**src/rtl/brick_pkg.sv**
```systemverilog
// brick_pkg: shared types and constants for the brick map writer.
// State encoding, row-select encoding and the full-row pattern used on
// reset and refill.
package brick_pkg;

    typedef enum logic [1:0] {
        IDLE,
        LOOKUP,
        RESPOND,
        EMPTY
    } state_t;

    localparam int BRICK_ROWS = 2;
    localparam int MAP_COLS   = 8;

    localparam logic [MAP_COLS-1:0] FULL_ROW = '1;

    localparam logic ROW_TOP = 1'b0;
    localparam logic ROW_BOT = 1'b1;

endpackage

```
**src/rtl/brick_popcount.sv**
```systemverilog
// brick_popcount: combinational population count of the brick bits,
// used to cross-check the registered brick counter.
module brick_popcount #(
    parameter int N = 16,
    parameter int W = $clog2(N + 1)
) (
    input  logic [N-1:0] bits,
    output logic [W-1:0] count
);

    // Sum every brick bit.
    always_comb begin
        // NOTE: count gets a value before the loop so every path assigns it and no latch is inferred.
        count = '0;
        for (int i = 0; i < N; i++) begin
            count = count + W'(bits[i]);
        end
    end

endmodule

```
**src/rtl/brick_field.sv**
```systemverilog
// brick_field: writer side of the brick map read by the LED scan display.
// Answers ball-position hit queries over a valid/ready handshake, clears hit
// bricks, keeps score and brick count, and flags an empty field.
// Optional feature: define BRICK_REFILL_EN to refill the field REFILL_DELAY
// cycles after it empties and count levels; otherwise EMPTY is terminal.
module brick_field
    import brick_pkg::*;
#(
    parameter int COLS      = MAP_COLS,
    parameter int TOP_Y     = 7,
    parameter int SCORE_W   = 8,
    parameter int SCORE_INC = 1
`ifdef BRICK_REFILL_EN
    ,
    parameter int REFILL_DELAY = 20
`endif
) (
    input  logic               buttonclk,
    input  logic               reset,
    input  logic               check_valid,
    output logic               check_ready,
    input  logic [2:0]         ball_x,
    input  logic [2:0]         ball_y,
    output logic               hit_valid,
    output logic               hit,
    output logic               hit_row,
    output logic [COLS-1:0]    bricks_top,
    output logic [COLS-1:0]    bricks_bot,
    output logic [4:0]         bricks_left,
    output logic [SCORE_W-1:0] score,
    output logic               all_clear,
    output logic [3:0]         level
);

    localparam int          SW1        = SCORE_W + 1;
    localparam logic [4:0]  FULL_COUNT = 5'(BRICK_ROWS * COLS);

    state_t       state;
    logic [2:0]   cap_x;
    logic [2:0]   cap_y;
    logic         sel_top;
    logic         sel_bot;
    logic [SW1-1:0] score_sum;
    logic [4:0]   pop_count;

    // Row decode works on the captured coordinates only, so the ball may
    // move freely once the query has been accepted.
    assign sel_top   = (cap_y == 3'(TOP_Y));
    assign sel_bot   = (cap_y == 3'(TOP_Y - 1));
    assign score_sum = {1'b0, score} + SW1'(SCORE_INC);

`ifdef BRICK_REFILL_EN
    localparam int CNT_W = $clog2(REFILL_DELAY + 1);
    logic [CNT_W-1:0] refill_cnt;
`else
    assign level = 4'd0;
`endif

    // Query FSM with registered handshake, response and map outputs.
    always_ff @(posedge buttonclk) begin
        // NOTE: every register here uses <= so all state updates see the pre-edge values.
        if (reset) begin
            state       <= IDLE;
            check_ready <= 1'b1;
            hit_valid   <= 1'b0;
            hit         <= 1'b0;
            hit_row     <= ROW_TOP;
            cap_x       <= 3'd0;
            cap_y       <= 3'd0;
            bricks_top  <= FULL_ROW[COLS-1:0];
            bricks_bot  <= FULL_ROW[COLS-1:0];
            bricks_left <= FULL_COUNT;
            score       <= '0;
            all_clear   <= 1'b0;
`ifdef BRICK_REFILL_EN
            level       <= 4'd0;
            refill_cnt  <= '0;
`endif
        end else begin
            hit_valid <= 1'b0;
            case (state)
                IDLE: begin
                    if (check_valid) begin
                        cap_x       <= ball_x;
                        cap_y       <= ball_y;
                        check_ready <= 1'b0;
                        state       <= LOOKUP;
                    end
                end
                LOOKUP: begin
                    hit       <= (sel_top & bricks_top[cap_x]) | (sel_bot & bricks_bot[cap_x]);
                    hit_row   <= sel_bot ? ROW_BOT : ROW_TOP;
                    hit_valid <= 1'b1;
                    state     <= RESPOND;
                end
                RESPOND: begin
                    // hit is only set for a present brick, so the count cannot underflow.
                    if (hit) begin
                        if (hit_row == ROW_TOP) bricks_top[cap_x] <= 1'b0;
                        else                    bricks_bot[cap_x] <= 1'b0;
                        bricks_left <= bricks_left - 5'd1;
                        score       <= score_sum[SCORE_W] ? '1 : score_sum[SCORE_W-1:0];
                    end
                    if (hit && bricks_left == 5'd1) begin
                        all_clear <= 1'b1;
                        state     <= EMPTY;
                    end else begin
                        check_ready <= 1'b1;
                        state       <= IDLE;
                    end
                end
                EMPTY: begin
`ifdef BRICK_REFILL_EN
                    if (refill_cnt == CNT_W'(REFILL_DELAY - 1)) begin
                        refill_cnt  <= '0;
                        bricks_top  <= FULL_ROW[COLS-1:0];
                        bricks_bot  <= FULL_ROW[COLS-1:0];
                        bricks_left <= FULL_COUNT;
                        all_clear   <= 1'b0;
                        level       <= level + 4'd1;
                        check_ready <= 1'b1;
                        state       <= IDLE;
                    end else begin
                        refill_cnt <= refill_cnt + CNT_W'(1);
                    end
`else
                    state <= EMPTY;
`endif
                end
                default: state <= IDLE;
            endcase
        end
    end

    brick_popcount #(
        .N (BRICK_ROWS * COLS),
        .W (5)
    ) u_popcount (
        .bits  ({bricks_top, bricks_bot}),
        .count (pop_count)
    );

    // The registered count must always track the live map.
    count_matches_map: assert property (@(posedge buttonclk) disable iff (reset)
        bricks_left == pop_count);

endmodule

```
**config.mk**
```make
export PLATFORM = sky130hd
export DESIGN_NAME = brick_field
export DESIGN_NICKNAME = d
export VERILOG_FILES = /design/src/rtl/brick_pkg.sv /design/src/rtl/brick_popcount.sv /design/src/rtl/brick_field.sv
export SDC_FILE = /design/constraint.sdc
export NUM_CORES = 1
export LEC_CHECK = 0
export CAP_MARGIN = 5
export CORE_MARGIN = 4
export CORE_UTILIZATION = 30
export CTS_CLUSTER_DIAMETER = 40
export CTS_CLUSTER_SIZE = 25
export DETAILED_ROUTE_END_ITERATION = 12
export HOLD_SLACK_MARGIN = 0.08
export PLACE_DENSITY = 0.65
export SETUP_SLACK_MARGIN = 0.05
export SLEW_MARGIN = 20
export SYNTH_ARGS = -nofsm -noshare
export SYNTH_HDL_FRONTEND = slang
export SYNTH_SLANG_ARGS = --single-unit
```
**constraint.sdc**
```tcl
create_clock -name buttonclk -period 3.1 [get_ports buttonclk]
set_clock_uncertainty 0.2 [all_clocks]
set_input_delay 0.62 -clock buttonclk [delete_from_list [all_inputs] [get_ports buttonclk]]
set_output_delay 0.62 -clock buttonclk [all_outputs]
set_load 0.005 [all_outputs]
```
Word level (Yosys, flattened, before mapping):

Cells that the tools add are included.
W data, S select, Z words.

* register bits: 42
* input port bits: 9
* output and inout port bits: 38

* $add $sub $neg: 2
* $lt $le $gt $ge: 2
* eq/ne operators: 8
* multiplexer cells: 15
* bitwise gates (word level): 7
* reductions and logical operators: 10

Operators by type and width (number)
* $and A8 B8 Y8: 2
* $add A8 B1 Y9 const B: 1
* $reduce_and A3 Y1: 3
* $mux W8: 1
* $not A8 Y8: 1
* $pmux W2 S4: 1
* $mux W1: 7
* $bmux W1 S3: 2
* $eq A3 B3 Y1 const B: 2
* $reduce_and A2 Y1: 3
* $eq A5 B1 Y1 const B: 1
* $sub A5 B1 Y5 const B: 1
* $eq A2 B2 Y1 const B: 2
* $lt A3 B4 Y1 const B: 1
* $mux W2: 2
* $ne A2 B2 Y1 const B: 2
* $demux W1 S3: 1
* $ge A3 B1 Y1 const B: 1
* $and A1 B1 Y1: 2
* $eq A2 B1 Y1 const B: 1
* $logic_and A1 B1 Y1: 2
* $logic_not A2 Y1: 1
* $pmux W1 S2: 1
* $reduce_bool A2 Y1: 1
* 2 further kinds: 2

Depth between registers and ports, before layout:

Gate-level depths: netlist (run 1).

* depth after elaboration: 6
* depth in mapped cells: 6

Worst setup path after synthesis (run 1):

No wires, ideal clock.

* kind: reg-to-reg
* start point: register cap_x[0]
* end point: register hit
* setup time: 117 ps
* arrival time: 1335 ps
* setup slack: 1448 ps
* stages on the path, launching flop included: 6
* path buffers: 1
* period minus slack after synthesis: 1652 ps
* path through: dfxtp_1 -> buf_2 -> mux2_4 -> a221oi_2 -> o221ai_1 -> a22o_1

* longest elaborated chain between the ends: 4

Ends and longest elaborated chain
* start: declaration: line brick_field.sv:39 `logic [2:0] cap_x;`
* start signal: assignment: line brick_field.sv:84 `cap_x <= ball_x;`
* $bmux W1 S3: line brick_field.sv:91 `hit <= (sel_top & bricks_top[cap_x]) | (sel_bot & bricks_bot[cap_x]);`
* $mux W1 (not written as such): line brick_field.sv:91
* $and A1 B1 Y1: line brick_field.sv:91
* $or A1 B1 Y1 *: line brick_field.sv:91
* end signal: assignment: line brick_field.sv:91
* end: declaration: line brick_field.sv:25 `output logic hit,`

Mark *: on every way between the ends. The rest lies on a longest branch, timed or not. The select of a mux whose other input is x is not followed.
A chain may end at the register's enable or synchronous reset.

Worst setup path after layout (run 1):

* start point: register hit
* end point: output port hit

No word-level cell between the ends.

==> impl_metrics.toml, run 1 <==
[worst_setup_path]
reg2reg_from = "cap_x[0]"
crit_family = "buffers and inverters"
cpPeakStageDelay_ns = 0.56
worst_path_max_delay_cell = "clkdlybuf4s50_1"
cp.required_ns = 2.28
r2r_cells = 4
worst_r2r_endpoint = "hit"
crit_arrival_ns = 1.34
end_kind = "output pin"
cp-startpoint = "hit"
criticalPathCategory = "flop to output pin"
r2r_slack_ns = 1.07
path_buf_inv = 1
start_kind = "flop"
cp_max_fo = 6
cp_cell_sequence = "clkdlybuf4s50_1"

[clocking]
cts_sinks = 42
cts_tree = "yes"
postCtsSetupBuffers = 0
ctsRootBufferMaster = "clkbuf_8"
htree_levels = 2
clk_pin_slew_ns = 0.09
hold_buffers = 0
clk_latency_ns = 0.29
cts-buffers-inserted = 5
clk_path_buf_depth = 2
cts_resized = 0

[timing]
whs_ns = 0.251
setup_violations = 0
fmax_mhz = 464
finalHoldViolCount = 0
relSlewSlack = 0.600
slew_violations = 0
tightest_slew_ns = 0.600
rsz0062_at_grt = "false"
finalWorstSetupSlack_ns = 0.944
finalCriticalPeriod_ns = 2.16
fin_tns_setup_ns = 0
finalCritPeriodShare = 0.695

[drt]
dr.pass1.iters = 4
vias = 1551
drt_iter0_drc = 78
finalWirelength_mm = 4.20
wl_per_cell_um = 13.1
antenna_left = 0
drc = 0
vias_per_cell = 4.83

[final_layout]
final_area_um2 = 2460
fin_util = 0.410
antenna_cells = 0
area_growth_pct = 30.8
final-instance-count-excl-fill = 321
final_layout_size_suffix_gt1_frac = 0.0732
nets = 257

[floorplan]
core_um2 = 5990
row_count = 28
pin_count = 47
die_h_um = 87.1
dieArea_um2 = 7590
dieWidth_um = 87.1
initial_core_util = 0.313

[logic_synthesis]
ys_ff_latch = 42
syn-cell-area_um2 = 1880
netlist_instances = 206
synth-edff-count = 0
synthMostInstantiatedCell = "dfxtp_1"
avgSynthCellArea_um2 = 9.12
ys.flop_type = "dfxtp_1"
ys.warnings.count = 0
synth_area_leader_cell = "dfxtp_1"
synthTopCellsByCount = "dfxtp_1 (42), nor2_1 (21), a21oi_1 (12), nand2_1 (12), nand2b_1 (12)"
yosysSeqAreaShare = 0.448
yosys-top-cells-area = "dfxtp_1 (45%), nor2_1 (4.2%), nand2b_1 (4.0%)"
async_reset_ff_frac = 0
netlist.area_leader.share = 0.448
yosys.cell_types.count = 43

[worst_hold_path]
min_to = "all_clear"
min_from = "all_clear"
worstHoldPathCells = 2
hp-class = "flop to flop"

[placement]
gp_congestion = 0.759
dpl.hpwl_mm = 3.08
placedCellCount = 313
placed_area_um2 = 2340
portBuffers = 42
place_ws_ns = 0.916

[power]
max-vdd-ir-drop_mv = 0.167
p_total_mw = 1.07
p_leak_nw = 0.887
power_density_nw_per_um2 = 437

[grt]
antenna_found_initial = 0
grt_pass1_vias = 1473
grt_pass1_wl_mm = 7.06
grt.overflow.total = 0
grt_max_degree = 21
grt_usage = 0.117

[flow_run]
drv_cap = 0

[run_status]
status = "completed"
cell families (layout without fill, tap and decap cells):
logic type / count (synthesis) / in the layout / synth area share
AND/OR/NAND/NOR: 79 / 79 / 0.229
flip-flops: 42 / 42 / 0.448
AO/OA/AOI/OAI: 40 / 40 / 0.145
buffers and inverters: 22 / 59 / 0.0560
multiplexers: 10 / 10 / 0.0586
XOR/XNOR: 9 / 9 / 0.0420
adder cells (fa/ha/maj): 3 / 3 / 0.0200
other: 1 / 4 / 0.00200
worst register-to-register path: stages (launching register included):
cell	delay, ns
dfxtp_1	0.71
mux2_2	0.41
a221oi_1	0.24
o221ai_1	0.14
a22o_1	0.23
area by class of cell:
| class | instances | area, um2 |
|---|---|---|
| fillers | 589 | 3530 |
| multi-input cells | 145 | 943 |
| flip-flops and latches | 42 | 841 |
| repair buffers | 45 | 443 |
| well taps | 75 | 93.8 |
| clock buffers | 5 | 68.8 |
| clock inverters | 3 | 43.8 |
| inverters | 6 | 22.5 |
how the worst max path moves through the flow:
stage | slack, ns | cells past startpoint | endpoint
global route | 0.88 | 1 | hit_row
detailed placement | 0.92 | 4 | score[0]
global placement | 0.94 | 4 | score[0]
CTS | 0.91 | 1 | hit
floorplan | 1.45 | 5 | hit
finish | 0.94 | 1 | hit
where the power goes:
part | leakage, nW | switching (mW) | internal [mW] | total [mW]
registers | 0.341 | 0.0157 | 0.547 | 0.563
clock network | 0.0585 | 0.201 | 0.242 | 0.443
logic | 0.488 | 0.0325 | 0.0360 | 0.0685
cells in the final DEF, fill, tap and decap left out, types with 6 or more instances in the layout:
cell type,Yosys,final
a21o_1,9,9
inv_1,6,6
dfxtp_1,42,42
nor2_1,21,21
nand2b_1,12,12
nand2_1,12,12
o21ai_0,6,6
clkdlybuf4s50_1,0,42
a21oi_1,12,12
nand3_1,7,7
sequential cells by signal, indices dropped and copies added, names as in the netlist, 2 cells and up:
signal / count
bricks_top: 8
cap_x: 3
bricks_left: 5
score: 8
cap_y: 3
bricks_bot: 8
state: 2
layer usage:
| layer | wire (um) | track usage |
|---|---|---|
| met5 | 0 | 0 |
| met4 | 44 | 0.0377 |
| met3 | 231 | 0.0360 |
| met2 | 1920 | 0.177 |
| met1 | 2010 | 0.158 |
Note: power is estimated with default switching activity, not from simulation.
==> run 2, diff against run 1 <==
--- a/config.mk
+++ b/config.mk
@@ -12,7 +12,7 @@
 export CTS_CLUSTER_SIZE = 25
 export DETAILED_ROUTE_END_ITERATION = 12
 export HOLD_SLACK_MARGIN = 0.08
-export PLACE_DENSITY = 0.65
+export PLACE_DENSITY = 0.67
 export SETUP_SLACK_MARGIN = 0.05
 export SLEW_MARGIN = 20
 export SYNTH_ARGS = -nofsm -noshare
==> constraint.sdc (replaced) <==
create_clock -name buttonclk -period 1.8 [get_ports buttonclk]
set_clock_uncertainty 0.2 [all_clocks]
set_input_delay 0.36 -clock buttonclk [delete_from_list [all_inputs] [get_ports buttonclk]]
set_output_delay 0.36 -clock buttonclk [all_outputs]
set_load 0.005 [all_outputs]
==> impl_metrics.toml, run 2 (synthesized netlist as in run 1, its figures left out) <==
[timing]
finalWorstSetupSlack_ns = 0.0912
setup_violations = 0
fmax_mhz = 585
finalCriticalPeriod_ns = 1.71
finalHoldViolCount = 0
rsz0062_at_grt = "false"
finalCritPeriodShare = 0.949
slew_violations = 0

[grt]
antenna_found_initial = 0
grt.overflow.total = 0
grt_pass1_wl_mm = 7.36
grt_usage = 0.120
grt_pass1_vias = 1543
grt_max_degree = 21

[worst_setup_path]
worst_path_max_delay_cell = "clkdlybuf4s50_1"
crit_family = "buffers and inverters"
crit_arrival_ns = 1.15
cp.required_ns = 1.24
path_buf_inv = 1
start_kind = "flop"
cp_cell_sequence = "clkdlybuf4s50_1"
end_kind = "output pin"
cpPeakStageDelay_ns = 0.50
criticalPathCategory = "flop to output pin"
cp_max_fo = 3

[drt]
drc = 0
drt_iter0_drc = 121
vias = 1641
vias_per_cell = 4.80
wl_per_cell_um = 12.9
dr.pass1.iters = 4
finalWirelength_mm = 4.40
antenna_left = 0

[floorplan]
dieArea_um2 = 7590
die_h_um = 87.1
row_count = 28
core_um2 = 5990
dieWidth_um = 87.1
initial_core_util = 0.313
pin_count = 47

[final_layout]
top_regs = "bricks_bot (8), bricks_top (8), score (8)"
area_growth_pct = 43.0
nets = 278
final_layout_size_suffix_gt1_frac = 0.258
final_cell_mix = "clkdlybuf4s50_1 (35), buf_4 (24), dfxtp_2 (22)"
antenna_cells = 0
nFillCells = 590
mostFrequentLayoutCell = "clkdlybuf4s50_1"
final_area_um2 = 2690

[run_status]
status = "completed"

[placement]
gp_congestion = 0.812
portBuffers = 42
place_ws_ns = -0.00112
dpl.hpwl_mm = 3.25
placed_area_um2 = 2430

[clocking]
cts-buffers-inserted = 5
clk_latency_ns = 0.29
clk_path_buf_depth = 2
ctsRootBufferMaster = "clkbuf_8"
clk_pin_slew_ns = 0.08
hold_buffers = 0
cts_sinks = 42
cts_tree = "yes"
htree_levels = 2

[power]
p_total_mw = 1.82
power_density_nw_per_um2 = 677
max-vdd-ir-drop_mv = 0.510
p_leak_nw = 1.10

[flow_run]
drv_cap = 0

[worst_hold_path]
hp-class = "flop to flop"
==> run 2: changes by cell type in the layout (fill, tap and decap cells not counted), sizes merged, moves of 2 or more <==
cell           previous run  this run
clkdlybuf4s50            42        35
dlygate4sd2               0         2
dlymetal6s2s              0         5
clkbuf                    5         7
buf                       3        24
==> run 2: where the power goes <==
group	total [mW]	internal [mW]	switching, mW
sequential	0.941	0.929	0.0120
clock	0.719	0.415	0.304
combinational	0.156	0.0811	0.0749
total	1.82	1.43	0.391
==> run 2: layout make-up <==
| cell class | count | area [um2] | area share |
|---|---|---|---|
| Tap cell | 75 | 93.8 | 0.0349 |
| Timing Repair Buffer | 66 | 611 | 0.227 |
| Multi-Input combinational cell | 145 | 950 | 0.354 |
| Inverter | 6 | 22.5 | 0.00839 |
| Clock inverter | 1 | 30.0 | 0.0112 |
| Clock buffer | 7 | 76.3 | 0.0284 |
| Sequential cell | 42 | 902 | 0.336 |
==> run 2: per-stage QoR <==
| stage | TNS, ns | cells | hold WS, ns | utilization |
|---|---|---|---|---|
| 3_5_place_dp | -0.00112 | 324 | 0.258 | 0.405 |
| 6_report | 0 | 342 | 0.258 | 0.448 |
| 4_1_cts | 0 | 333 | 0.272 | 0.431 |
| 5_1_grt | 0 | 342 | 0.289 | 0.448 |
| 2_1_floorplan | 0 | 209 | 0.242 | - |
| 3_3_place_gp | 0 | 324 | 0.252 | 0.405 |
==> run 2: worst paths after layout <==
kind,depth (start not counted),slack [ns],end,from
worst max-delay path,1,0.09,bricks_bot[2],bricks_bot[2]
worst min-delay path,2,0.26,all_clear,all_clear
worst max register to register,5,0.13,check_ready,bricks_left[1]
worst min register to register,2,0.26,all_clear,all_clear
==> run 2: metal layers <==
layer / part of all wire / track usage / vias up
li1: - / - / 839
met1: 0.47 / 0.161 / 764
met2: 0.47 / 0.191 / 34
met3: 0.052 / 0.0378 / 4
met4: 0.0068 / 0.0251 / 0
met5: 0 / 0 / -
==> run 2: timing repair <==
action	4_1_cts	5_1_grt
setup endpoints to repair	18	26
resized for setup	28	20
pin swaps	0	2
setup buffers	1	9
==> run 2: worst reg2reg max path: stages, from the launching register on <==
cell      delay (ns)
dfxtp_2         0.34
inv_1           0.08
ha_1            0.14
nand2b_1        0.06
o41a_1          0.39
a221o_1         0.35
==> run 3, diff against run 2 <==
--- a/config.mk
+++ b/config.mk
@@ -5,6 +5,7 @@
 export SDC_FILE = /design/constraint.sdc
 export NUM_CORES = 1
 export LEC_CHECK = 0
+export ABC_CLOCK_PERIOD_IN_PS = 1800
 export CAP_MARGIN = 5
 export CORE_MARGIN = 4
 export CORE_UTILIZATION = 30
==> results of run 3 <==
Same layout as run 2: the final DEF is identical, and so are final timing and power.
